===== src/rtl/simon_pkg.sv =====
// Shared definitions for the Simon cipher register block: register offsets,
// AXI response codes, control/status bit positions and FSM state types.
package simon_pkg;

    localparam logic [5:0] CTRL_OFS   = 6'h00;
    localparam logic [5:0] STATUS_OFS = 6'h04;
    localparam logic [5:0] KEY_OFS    = 6'h08;
    localparam logic [5:0] DIN_OFS    = 6'h18;
    localparam logic [5:0] DOUT_OFS   = 6'h20;

    localparam logic [1:0] RESP_OKAY   = 2'b00;
    localparam logic [1:0] RESP_SLVERR = 2'b10;

    localparam int CTRL_START_BIT   = 0;
    localparam int CTRL_DECRYPT_BIT = 1;
    localparam int STATUS_BUSY_BIT  = 0;
    localparam int STATUS_DONE_BIT  = 1;

    typedef enum logic {W_IDLE, W_RESP} w_state_e;
    typedef enum logic {R_IDLE, R_DATA} r_state_e;

    // Byte-lane merge of a write into an existing 32-bit word.
    function automatic logic [31:0] apply_wstrb(input logic [31:0] old_val,
                                                input logic [31:0] new_val,
                                                input logic [3:0]  strb);
        logic [31:0] res;
        for (int i = 0; i < 4; i++) begin
            res[8*i +: 8] = strb[i] ? new_val[8*i +: 8] : old_val[8*i +: 8];
        end
        return res;
    endfunction

endpackage


===== src/rtl/simon_axi_regs.sv =====
// AXI4-lite register block for the Simon cipher core: key/input/mode registers,
// start pulse generation, and capture of the core's result and done status.
module simon_axi_regs
    import simon_pkg::*;
#(
    parameter int ADDR_WIDTH = 32,
    parameter int KEY_W      = 128,
    parameter int BLOCK_W    = 64
) (
    input  logic                  aclk,
    input  logic                  arst,
    input  logic [ADDR_WIDTH-1:0] awaddr,
    input  logic [2:0]            awprot,
    input  logic                  awvalid,
    output logic                  awready,
    input  logic [31:0]           wdata,
    input  logic [3:0]            wstrb,
    input  logic                  wvalid,
    output logic                  wready,
    output logic [1:0]            bresp,
    output logic                  bvalid,
    input  logic                  bready,
    input  logic [ADDR_WIDTH-1:0] araddr,
    input  logic [2:0]            arprot,
    input  logic                  arvalid,
    output logic                  arready,
    output logic [31:0]           rdata,
    output logic [1:0]            rresp,
    output logic                  rvalid,
    input  logic                  rready,
    output logic                  core_start,
    output logic                  core_decrypt,
    output logic [KEY_W-1:0]      core_key,
    output logic [BLOCK_W-1:0]    core_din,
    input  logic                  core_busy,
    input  logic                  core_done,
    input  logic [BLOCK_W-1:0]    core_dout
);

    localparam int KEY_WORDS   = KEY_W / 32;
    localparam int BLOCK_WORDS = BLOCK_W / 32;
    localparam int CTRL_IDX    = int'(CTRL_OFS) / 4;
    localparam int STATUS_IDX  = int'(STATUS_OFS) / 4;
    localparam int KEY_IDX     = int'(KEY_OFS) / 4;
    localparam int DIN_IDX     = int'(DIN_OFS) / 4;
    localparam int DOUT_IDX    = int'(DOUT_OFS) / 4;

    w_state_e             w_state_q, w_state_d;
    r_state_e             r_state_q, r_state_d;
    logic                 bvalid_q, bvalid_d;
    logic [1:0]           bresp_q, bresp_d;
    logic                 rvalid_q, rvalid_d;
    logic [31:0]          rdata_q, rdata_d;
    logic [1:0]           rresp_q, rresp_d;
    logic                 decrypt_q, decrypt_d;
    logic [KEY_W-1:0]     key_q, key_d;
    logic [BLOCK_W-1:0]   din_q, din_d;
    logic [BLOCK_W-1:0]   dout_q, dout_d;
    logic                 done_q, done_d;
    logic                 core_start_q, core_start_d;

    logic                 w_fire, r_fire;
    int                   w_idx, r_idx;
    logic                 w_writable, w_err, start_req;
    logic                 rd_hit;
    logic [31:0]          rd_word;
    logic                 unused_ok;

    assign unused_ok = ^{awprot, arprot, awaddr[ADDR_WIDTH-1:6], awaddr[1:0],
                         araddr[ADDR_WIDTH-1:6], araddr[1:0]};

    assign w_idx  = int'({28'd0, awaddr[5:2]});
    assign r_idx  = int'({28'd0, araddr[5:2]});
    // Address and data are only taken together; a lone channel waits.
    assign w_fire = !arst && (w_state_q == W_IDLE) && awvalid && wvalid;
    assign r_fire = !arst && (r_state_q == R_IDLE) && arvalid;

    // NOTE: every signal written below gets a default first so no latch is inferred.
    always_comb begin
        w_writable = (w_idx == CTRL_IDX)
                  || (w_idx >= KEY_IDX && w_idx < KEY_IDX + KEY_WORDS)
                  || (w_idx >= DIN_IDX && w_idx < DIN_IDX + BLOCK_WORDS);
        w_err      = !w_writable || core_busy;
        w_state_d  = w_state_q;
        bvalid_d   = bvalid_q;
        bresp_d    = bresp_q;
        key_d      = key_q;
        din_d      = din_q;
        decrypt_d  = decrypt_q;
        start_req  = 1'b0;
        case (w_state_q)
            W_IDLE: begin
                if (w_fire) begin
                    w_state_d = W_RESP;
                    bvalid_d  = 1'b1;
                    bresp_d   = w_err ? RESP_SLVERR : RESP_OKAY;
                    if (!w_err) begin
                        if (w_idx == CTRL_IDX && wstrb[0]) begin
                            decrypt_d = wdata[CTRL_DECRYPT_BIT];
                            start_req = wdata[CTRL_START_BIT];
                        end
                        for (int i = 0; i < KEY_WORDS; i++) begin
                            if (w_idx == KEY_IDX + i)
                                key_d[32*i +: 32] = apply_wstrb(key_q[32*i +: 32], wdata, wstrb);
                        end
                        for (int i = 0; i < BLOCK_WORDS; i++) begin
                            if (w_idx == DIN_IDX + i)
                                din_d[32*i +: 32] = apply_wstrb(din_q[32*i +: 32], wdata, wstrb);
                        end
                    end
                end
            end
            W_RESP: begin
                if (bready) begin
                    w_state_d = W_IDLE;
                    bvalid_d  = 1'b0;
                end
            end
            default: w_state_d = W_IDLE;
        endcase
    end

    // A start request outranks a simultaneous core_done for the DONE flag.
    always_comb begin
        core_start_d = start_req;
        done_d       = start_req ? 1'b0 : (core_done ? 1'b1 : done_q);
        dout_d       = core_done ? core_dout : dout_q;
    end

    always_comb begin
        rd_word = 32'd0;
        rd_hit  = 1'b0;
        if (r_idx == CTRL_IDX) begin
            rd_word[CTRL_DECRYPT_BIT] = decrypt_q;
            rd_hit = 1'b1;
        end
        if (r_idx == STATUS_IDX) begin
            rd_word[STATUS_BUSY_BIT] = core_busy;
            rd_word[STATUS_DONE_BIT] = done_q;
            rd_hit = 1'b1;
        end
        for (int i = 0; i < KEY_WORDS; i++) begin
            if (r_idx == KEY_IDX + i) begin
                rd_word = key_q[32*i +: 32];
                rd_hit  = 1'b1;
            end
        end
        for (int i = 0; i < BLOCK_WORDS; i++) begin
            if (r_idx == DIN_IDX + i) begin
                rd_word = din_q[32*i +: 32];
                rd_hit  = 1'b1;
            end
            if (r_idx == DOUT_IDX + i) begin
                rd_word = dout_q[32*i +: 32];
                rd_hit  = 1'b1;
            end
        end
    end

    // Read data is sampled from the current (pre-update) register values.
    always_comb begin
        r_state_d = r_state_q;
        rvalid_d  = rvalid_q;
        rdata_d   = rdata_q;
        rresp_d   = rresp_q;
        case (r_state_q)
            R_IDLE: begin
                if (r_fire) begin
                    r_state_d = R_DATA;
                    rvalid_d  = 1'b1;
                    rdata_d   = rd_word;
                    rresp_d   = rd_hit ? RESP_OKAY : RESP_SLVERR;
                end
            end
            R_DATA: begin
                if (rready) begin
                    r_state_d = R_IDLE;
                    rvalid_d  = 1'b0;
                end
            end
            default: r_state_d = R_IDLE;
        endcase
    end

    // NOTE: state registers use non-blocking assignments so all flops update together.
    always_ff @(posedge aclk) begin
        if (arst) begin
            w_state_q    <= W_IDLE;
            r_state_q    <= R_IDLE;
            bvalid_q     <= 1'b0;
            bresp_q      <= RESP_OKAY;
            rvalid_q     <= 1'b0;
            rdata_q      <= 32'd0;
            rresp_q      <= RESP_OKAY;
            decrypt_q    <= 1'b0;
            key_q        <= '0;
            din_q        <= '0;
            dout_q       <= '0;
            done_q       <= 1'b0;
            core_start_q <= 1'b0;
        end else begin
            w_state_q    <= w_state_d;
            r_state_q    <= r_state_d;
            bvalid_q     <= bvalid_d;
            bresp_q      <= bresp_d;
            rvalid_q     <= rvalid_d;
            rdata_q      <= rdata_d;
            rresp_q      <= rresp_d;
            decrypt_q    <= decrypt_d;
            key_q        <= key_d;
            din_q        <= din_d;
            dout_q       <= dout_d;
            done_q       <= done_d;
            core_start_q <= core_start_d;
        end
    end

    assign awready      = w_fire;
    assign wready       = w_fire;
    assign arready      = r_fire;
    assign bvalid       = bvalid_q;
    assign bresp        = bresp_q;
    assign rvalid       = rvalid_q;
    assign rdata        = rdata_q;
    assign rresp        = rresp_q;
    assign core_start   = core_start_q;
    assign core_decrypt = decrypt_q;
    assign core_key     = key_q;
    assign core_din     = din_q;

endmodule

===== config.mk =====
export PLATFORM = sky130hd
export DESIGN_NAME = simon_axi_regs
export DESIGN_NICKNAME = d
export VERILOG_FILES = /design/src/rtl/simon_pkg.sv /design/src/rtl/simon_axi_regs.sv
export SDC_FILE = /design/constraint.sdc
export NUM_CORES = 1
export LEC_CHECK = 0
export ABC_AREA = 1
export ABC_CLOCK_PERIOD_IN_PS = 1700
export BUFFER_PORTS_ARGS = -buffer_cell sky130_fd_sc_hd__buf_2
export CAP_MARGIN = 20
export CORE_MARGIN = 4
export CORE_UTILIZATION = 47
export DETAILED_ROUTE_END_ITERATION = 8
export PLACE_DENSITY = 0.77
export SYNTH_ARGS = -nofsm -noshare
export SYNTH_HDL_FRONTEND = slang
export SYNTH_SLANG_ARGS = --single-unit

===== constraint.sdc =====
create_clock -name aclk -period 1.7 [get_ports aclk]
set_input_delay 0.34 -clock aclk [delete_from_list [all_inputs] [get_ports aclk]]
set_output_delay 0.34 -clock aclk [all_outputs]
set_load 0.02 [all_outputs]

* After elaboration in Yosys (flattened, before gate mapping)
Index checks and enable logic that the tools add are counted.
** Word-level totals
- Flip-flop bits (word level) :: 299
- Output and inout port bits :: 235
- Logic and storage cells :: 144
** Operators by class
- $lt $le $gt $ge :: 4
- Equality and inequality tests :: 19
- Muxes and demuxes :: 38
- Bitwise logic cells :: 3
- Reduce and logical (&&, ||, !) cells :: 45
** Operator list (count)
- 32-bit 2-to-1 mux :: 8
- 5-bit AND reduction :: 24
- 32-bit logical NOT :: 2
- 4-bit equality test, second input constant :: 10
- 1-bit 2-to-1 mux :: 23
- 4-bit by 3-bit equality test with 1-bit output, second input constant :: 4
- 1-bit logical AND :: 8
- 2-bit != test, second input constant :: 4
- 1-bit one-hot mux with 2 select lines :: 4
- 2-bit AND reduction :: 4
- 2-bit 2-to-1 mux :: 3
- 4-bit by 2-bit equality test with 1-bit output, second input constant :: 1
- 4-bit by 2-bit greater-or-equal comparator with 1-bit output, second input constant :: 1
- 4-bit by 3-bit greater-or-equal comparator with 1-bit output, second input constant :: 1
- 4-bit by 3-bit less-than comparator with 1-bit output, second input constant :: 1
- 4-bit less-than comparator, second input constant :: 1
- 4-bit AND reduction :: 1
- 1-bit logical OR :: 3
- 1-bit NOT :: 3
- 1-bit logical NOT :: 2
- 2-bit OR reduction :: 1

* Depth between registers and ports, before layout
Gate-level depths: netlist (run 1).
- Depth after elaboration :: 12
- Gate-level depth with buffers :: 11

* Least setup slack after synthesis (run 1)
Ideal clock, no wire load.
- Kind :: input-to-reg
- From :: input port arst
- To :: register key_q[0], in the netlist core_key[0]
- Setup time :: 0.070 ns
- Data arrival time :: 1.918 ns
- Required time :: 1.630 ns
- Setup slack :: -0.289 ns
- Stages on the path :: 9
- Cell sequence :: buf_2 > nor3_4 > inv_2 > nor4_4 > buf_6 > buf_8 > buf_6 > nand4_1 > a21oi_1
** On the way
- Cells in the longest elaborated chain, start to end :: 5
** Ends and longest elaborated chain
- start: declaration :: line simon_axi_regs.sv:11 : input logic arst,
- 1-bit logical NOT :: line simon_axi_regs.sv:75 : assign w_fire = !arst && (w_state_q == W_IDLE) && awvalid && wvalid;
- 1-bit logical AND (3 in a row) :: line simon_axi_regs.sv:75
- named net awready :: line simon_axi_regs.sv:15 : output logic awready,
- 5-bit AND reduction (no line)
- end signal: assignment :: line simon_axi_regs.sv:210 : key_q <= key_d;
- end: declaration :: line simon_axi_regs.sv:56 : logic [KEY_W-1:0] key_q, key_d;
The timed path passes the listed nets, and every way through them passes these cells.
A chain may end at the register's enable or synchronous reset.

* Worst setup path in the final report (run 1)
- From :: register w_state_q
- To :: register core_start_q, in the netlist core_start
** On the way
- Cells in the longest elaborated chain, start to end :: 6
** Ends and longest elaborated chain
- start: declaration :: line simon_axi_regs.sv:48 : w_state_e w_state_q, w_state_d;
- start signal: assignment :: line simon_axi_regs.sv:202 : w_state_q <= w_state_d;
- 1-bit NOT (no line)
- 1-bit logical AND (3 in a row) :: line simon_axi_regs.sv:75
- 1-bit 2-to-1 mux :: line simon_axi_regs.sv:93 : if (w_fire) begin
- 1-bit 2-to-1 mux (*) :: line simon_axi_regs.sv:91 : case (w_state_q)
- end signal: assignment :: line simon_axi_regs.sv:214 : core_start_q <= core_start_d;
- end: declaration :: line simon_axi_regs.sv:60 : logic core_start_q, core_start_d;
Mark *: on every way between the ends. The rest lies on a longest branch, timed or not.

==> results of run 1 <==
[final cells by class]
| cell class | instances | area, sq um | share of cell area (%) |
|---|---|---|---|
| multi-input combinational | 1366 | 6349 | 35.50 |
| sequential | 297 | 5947 | 33.26 |
| timing repair buffer | 494 | 3289 | 18.40 |
| inverter | 164 | 618.1 | 3.457 |
| clock inverter | 8 | 121.4 | 0.6787 |
| tap | 378 | 473.0 | 2.645 |
| antenna | 3 | 7.507 | 0.04198 |
| clock buffer | 53 | 1076 | 6.018 |
[final timing paths]
| check | to | cells after the start | start |
|---|---|---|---|
| min reg2reg | dout_q[47] | 2 | dout_q[47] |
| max | core_start | 8 | w_state_q |
| min | bvalid | 2 | bready |
| max reg2reg | core_start | 8 | w_state_q |
[power by group]
group | internal [mW] | switching (mW) | total (mW)
registers | 7.09 | 0.0648 | 7.16
logic | 0.394 | 0.802 | 1.20
clock network | 4.82 | 2.98 | 7.79
total | 12.3 | 3.85 | 16.1
[routing by layer]
| layer | global-route usage (%) | share of wire, % | vias up |
|---|---|---|---|
| met5 | 0 | 0 | - |
| met4 | 11.01 | 3.8 | 0 |
| met3 | 6.952 | 12 | 133 |
| met2 | 47.27 | 43 | 913 |
| met1 | 46.11 | 41 | 6917 |
| li1 | - | - | 7139 |
[metrics by stage]
stage,power [mW],TNS [ps],std cells,area [sq um],util [%]
final,16.15,-133.6,2763,17880,64.36
after global routing,16.59,-6235,2762,17880,64.35
after CTS,16.13,-1057,2739,17330,62.37
after detailed placement,8.422,-30310,2678,16100,57.94
after global placement,8.411,-24660,2678,16100,57.94
after floorplan,7.827,-32420,1957,13260,-
[state kept, by name, indices dropped and copies added (netlist names)]
signal	flops
core_start	1
core_key	128
bvalid	1
core_din	64
rdata	32
dout_q	64
core_decrypt	1
r_state_q	1
bresp	1
done_q	1
rresp	1
rvalid	1
w_state_q	1
[what timing repair did]
| item | CTS | global route |
|---|---|---|
| pin swaps | 1 | 8 |
| cloned | 0 | 14 |
| hold buffers | 0 | 0 |
| endpoints found under the setup margin | 66 | 210 |
| buffers inserted | 0 | 7 |
| resized for setup | 8 | 93 |
[synthesized netlist by cell type]
cell,count,area share [%]
dfxtp_1,297,45
buf_8,1,0.11
buf_4,3,0.17
inv_1,161,4.6
a211oi_1,1,0.057
nand3_2,4,0.30
nor3_4,1,0.12
o211ai_1,21,1.2
nand3_1,43,1.6
nor4_4,1,0.16
clkbuf_1,98,2.8
nor2_1,365,10
or2_2,1,0.047
conb_1,1,0.028
o21ai_0,123,4.7
nor3_1,9,0.34
inv_2,3,0.085
buf_1,3,0.085
a21oi_1,151,5.7
nor3b_1,1,0.057
nand3b_1,1,0.057
nor3_2,1,0.076
nand3_4,1,0.13
buf_2,18,0.68
nand4_1,139,6.6
buf_6,9,0.77
nand2_1,499,14
[cells by family (layout without fill, tap and decap cells)]
family | Yosys count | count (layout) | share of synthesized area [%]
flops | 297 | 297 | 45.01
compound gates | 296 | 296 | 11.63
simple gates | 1066 | 1068 | 34.06
other cells | 1 | 5 | 0.02839
buf+inv | 296 | 719 | 9.264
==> metrics.txt, run 1 <==
run status=finished, violations left; failing checks=setup timing; Startpoint Class=flip-flop; Synth Register Bits=297; Crit path max-delay family=simple AND/OR/NAND/NOR gates; die area=0.03085 sq mm; Slew @ Worst Pin=691.1 ps; period utilization=102.0%; DR vias/cell=5.466; kind of critical path=flip-flop to flip-flop; Starting Density=47.55%; Core Area=0.02778 sq mm; PwrDens=902.9 mW/mm^2; Worst VDD drop=0.5812 mV; Static Leak=8.337 nW; CTS H-tree depth=2; Post-Place Worst Slack=-334.0 ps; I/O Pins=414; Rows=61; commonest non-fill, non-tap cell in the layout=nand2_1; critical-path cell with the highest stage delay=dfxtp_2; fraction of layout cells with a size suffix above 1=25.78%; Mean Syn Cell Area=6.753 sq um; Slew Viols, Final=0; Post-DP HPWL=37.79 mm; RSZ-0062 raised after global routing=yes; Final nets=2,536; Die X=175.6 um; Crit path top cell by count=nor3_4; clk_skew=14.85 ps; first-pass GRT wire length=78.45 mm; filler instances=2,524; Yosys warning count=0; pin count of the biggest net entering global routing=109; CP endpoint kind=flip-flop; r2r setup slk=-30 ps; GRT Overall Usage=31.90%; Detailed Routing Iterations Pass 1=6; CTS sink count=297; final-report hold violation count=0; grt ovf=0; wire per inst=19.36 um; final worst path period need=1734 ps; WHS=39.16 ps; DIE HEIGHT=175.6 um; hold crit path type=primary input to flip-flop; via count=15,102; Netlist cell types=27; Netlist Area Pre-Place=0.01321 sq mm; clock buffer count from CTS=34; total of max-cap violations=0; Max transition margin=53.44%; Syn-to-layout area delta=35.37%; CTS root buffer=clkbuf_16; Worst path max stage delay=330 ps; post-synthesis cell count=1,956; CP max FO=6; commonest cells after routing, fill and taps aside=483 x nand2_1, 351 x nor2_1, 346 x buf_2; worst path buffer plus inverter count=4; Fmax=576.8 MHz; Routed Wire Length=53.48 mm; Clock Path Buffers=3; Seq/Total Area, Yosys=45.01%; DRC errors left=0; TritonCTS clock tree=done; clock latency on the worst-skew pair=520 ps; clk slew on worst S/H paths=60 ps; CP required=2150 ps; post-route setup slack=-33.67 ps; CP Data Arrival Time=2190 ps; final setup fails=11; vias in the first global route=13,664; global placement routability congestion=0.9349; post-route ant nets=0; initial antenna violation count=2; crit-path cells=nor3_4, inv_2, nor4_4, buf_6, clkbuf_16, nand2_2, nor3_4, buf_4; port bufs=349; Initial DRC Count=1,825
Power figures use the tool's default switching activity.
==> run 2, diff against run 1 <==
ABC_AREA = unset   (was 1)
==> run 2 against run 1 <==
  * Combinational power rose by 20%
  * Die area rose by 0.46%
  * Critical path type is now flip-flop to output pin
  * Non-clock buffer count fell by 2
  * Flip-flop and latch count did not move
  * Synthesized area rose by 0.47%
  * Setup slack improved by 22 ps
  * The run still ends with setup timing left
  * Count of clock-buffer cells in the layout fell by 9
  * Largest cell class unchanged
  * Critical path depth fell by 5
  * Via count fell by 5.7%
==> metrics.txt, run 2 <==
run status=finished, violations left; failing checks=setup timing; final setup fails=5 (-6); Starting Density=47.64% (+0.094 points); Synth Register Bits=297 (unchanged); via count=14,243 (-5.7%); DRC errors left=0 (unchanged); CTS sink count=297 (unchanged); grt ovf=0 (unchanged); Post-Synth XOR/XNOR Area=0% (unchanged); clk slew on worst S/H paths=60 ps (about the same); fraction of layout cells with a size suffix above 1=35.86% (+10 points); Post-Synth Adder-Cell Area=0% (unchanged); CTS H-tree depth=2 (unchanged); Initial DRC Count=1,854 (+1.6%); Die X=176.0 um (+0.23%); CP max FO=4 (-2); Mean Syn Cell Area=8.754 sq um (+30%); kind of critical path=flip-flop to output pin; top post-synthesis cells by count=297 x dfxtp_1, 192 x a21oi_1, 189 x nand3_1, 184 x o21ai_0, 99 x clkbuf_1; Synth top area share=44.80% (-0.21 points); pin count of the biggest net entering global routing=97 (-11%); Yosys top cell by area=dfxtp_1; CP required=1360 ps (-790 ps); Routed Wire Length=53.67 mm (+0.34%); Clock Path Buffers=3 (unchanged); Post-Place Worst Slack=-379.8 ps (-45.78 ps); Seq/Total Area, Yosys=44.80% (-0.21 points); Fmax=584.1 MHz (+1.3%); final worst path period need=1712 ps (-21.65 ps); CP endpoint kind=output pin; post-synthesis cell count=1,516 (-22%); max FFs per register=128 (unchanged); post-route ant nets=0 (unchanged); footprint of the multi-input gates=0.006731 sq mm (+6.0%); final-report hold violation count=0 (unchanged); period utilization=100.7% (-1.3 points); I/O Pins=414 (unchanged); largest family of logic cells by synthesized area=compound AO/OA/AOI/OAI gates; Detailed Routing Iterations Pass 1=7 (+1); clk_skew=23.04 ps (+8.195 ps); GRT Overall Usage=32.10% (+0.20 points); Pwr Total=15.82 mW (-2.0%); wire per inst=23.50 um (+21%); commonest cells after routing, fill and taps aside=343 x buf_2, 295 x dfxtp_1, 176 x nand3_1; port bufs=349 (unchanged); commonest non-fill, non-tap cell in the layout=buf_2; Post-DP HPWL=36.98 mm (-2.1%); global placement routability congestion=0.9869 (+5.6%); clock latency on the worst-skew pair=530 ps (about the same); clock buffer count from CTS=34 (unchanged); die area=0.03099 sq mm (+0.46%); CTS root buffer=clkbuf_16; RSZ-0062 raised after global routing=yes; Slew Viols, Final=0 (unchanged); Main synth FF type=dfxtp_1; DIE HEIGHT=176.0 um (+0.23%); Yosys warning count=0 (unchanged); Netlist cell types=55 (+100%); vias in the first global route=12,907 (-5.5%); Rows=61 (unchanged); mux share of post-synthesis cell area=9.984% (+10 points); Worst VDD drop=0.5769 mV (-0.74%); hold crit path type=primary input to flip-flop; Post-synth EDFFs=0 (unchanged); TritonCTS clock tree=done; Startpoint Class=flip-flop; fraction of registers with async set/reset=0% (unchanged); total of max-cap violations=0 (unchanged); DR vias/cell=6.236 (+14%); Syn-to-layout area delta=33.72%; post-route setup slack=-12.02 ps (+21.65 ps); synth top area cells=dfxtp_1 45%, a21oi_1 7.2%, nand3_1 7.1%; post-synthesis simple-gate area fraction=13.30% (-21 points); Post-CTS Hold Buffers=0 (unchanged); Max transition margin=62.37% (+8.9 points); Final nets=2,055 (-19%); Netlist Area Pre-Place=0.01327 sq mm (+0.47%); FF+latch area=0.005951 sq mm (about the same); CP Data Arrival Time=1370 ps (-820 ps); Compound-Gate Fraction of Synth Area=25.36% (+14 points); filler instances=2,340 (-7.3%); Slew @ Worst Pin=564.4 ps (-126.7 ps); first-pass GRT wire length=78.76 mm (+0.40%); Static Leak=7.254 nW (-13%); Core Area=0.02786 sq mm (+0.28%); PwrDens=891.1 mW/mm^2 (-1.3%); top-count cell post-synth=dfxtp_1; initial antenna violation count=11 (+9)
[run 2: path summary, 6_finish.rpt]
kind	startpoint	end	slack (ps)	cells past startpoint
hold / removal	bready	bvalid	30	2
setup reg to reg	w_state_q	core_din[29]	0	8
setup / recovery	w_state_q	wready	-10	3
hold reg to reg	rresp[1]	rresp[1]	470	2
[run 2: logic make-up after synthesis]
| logic type | after synthesis |
|---|---|
| flip-flops | 297 |
| other | 1 |
| buffers and inverters | 179 |
| multiplexers | 125 |
| AND/OR/NAND/NOR | 362 |
| AO/OA/AOI/OAI | 552 |
[run 2: worst max-delay path, cell delays in order (launching register included)]
cell	delay, ps
dfxtp_2	320
and4bb_4	320
buf_6	120
buf_6	110
[run 2: cell type report]
type	instances	area share [%]
diodes	10	0.1410
clock buffers	44	5.344
clock inverters	12	0.7403
inverters	8	0.1974
multi-input cells	1043	37.93
flip-flops and latches	297	33.53
well taps	378	2.665
repair buffers	492	19.45
[run 2: repair_timing]
action,in CTS,in global routing
setup endpoints to repair,63,194
gates cloned,1,6
resized for setup,29,145
pin swaps,3,9
setup buffers,12,3
[run 2: power by group]
| group | total (mW) | leakage, nW | internal (mW) | switching (mW) |
|---|---|---|---|---|
| clock network | 7.20 | 0.535 | 4.24 | 2.96 |
| registers | 7.17 | 2.41 | 7.08 | 0.0880 |
| logic | 1.44 | 4.31 | 0.572 | 0.872 |
[run 2: layer usage]
layer,part of all wire [%],vias to the layer above,routed length [um],GRT usage [%]
met5,0.024,-,13,0
met2,43,956,22960,46.58
met3,11,146,5799,6.188
met4,4.8,2,2593,13.74
met1,42,6777,22300,46.58
li1,-,6362,-,-
[run 2: stage by stage]
stage                     std cells  TNS (ps)  utilization (%)  hold WS [ps]  area (sq um)
after floorplan                1517         0                -         422.1         13290
after global placement         2197    -15920            57.75         435.7         16090
after detailed placement       2197    -24700            57.75         454.8         16090
after CTS                      2266    -43.99            62.30         25.04         17350
after global routing           2284     -1968            63.71         37.39         17750
final                          2284    -32.11            63.71         34.18         17750
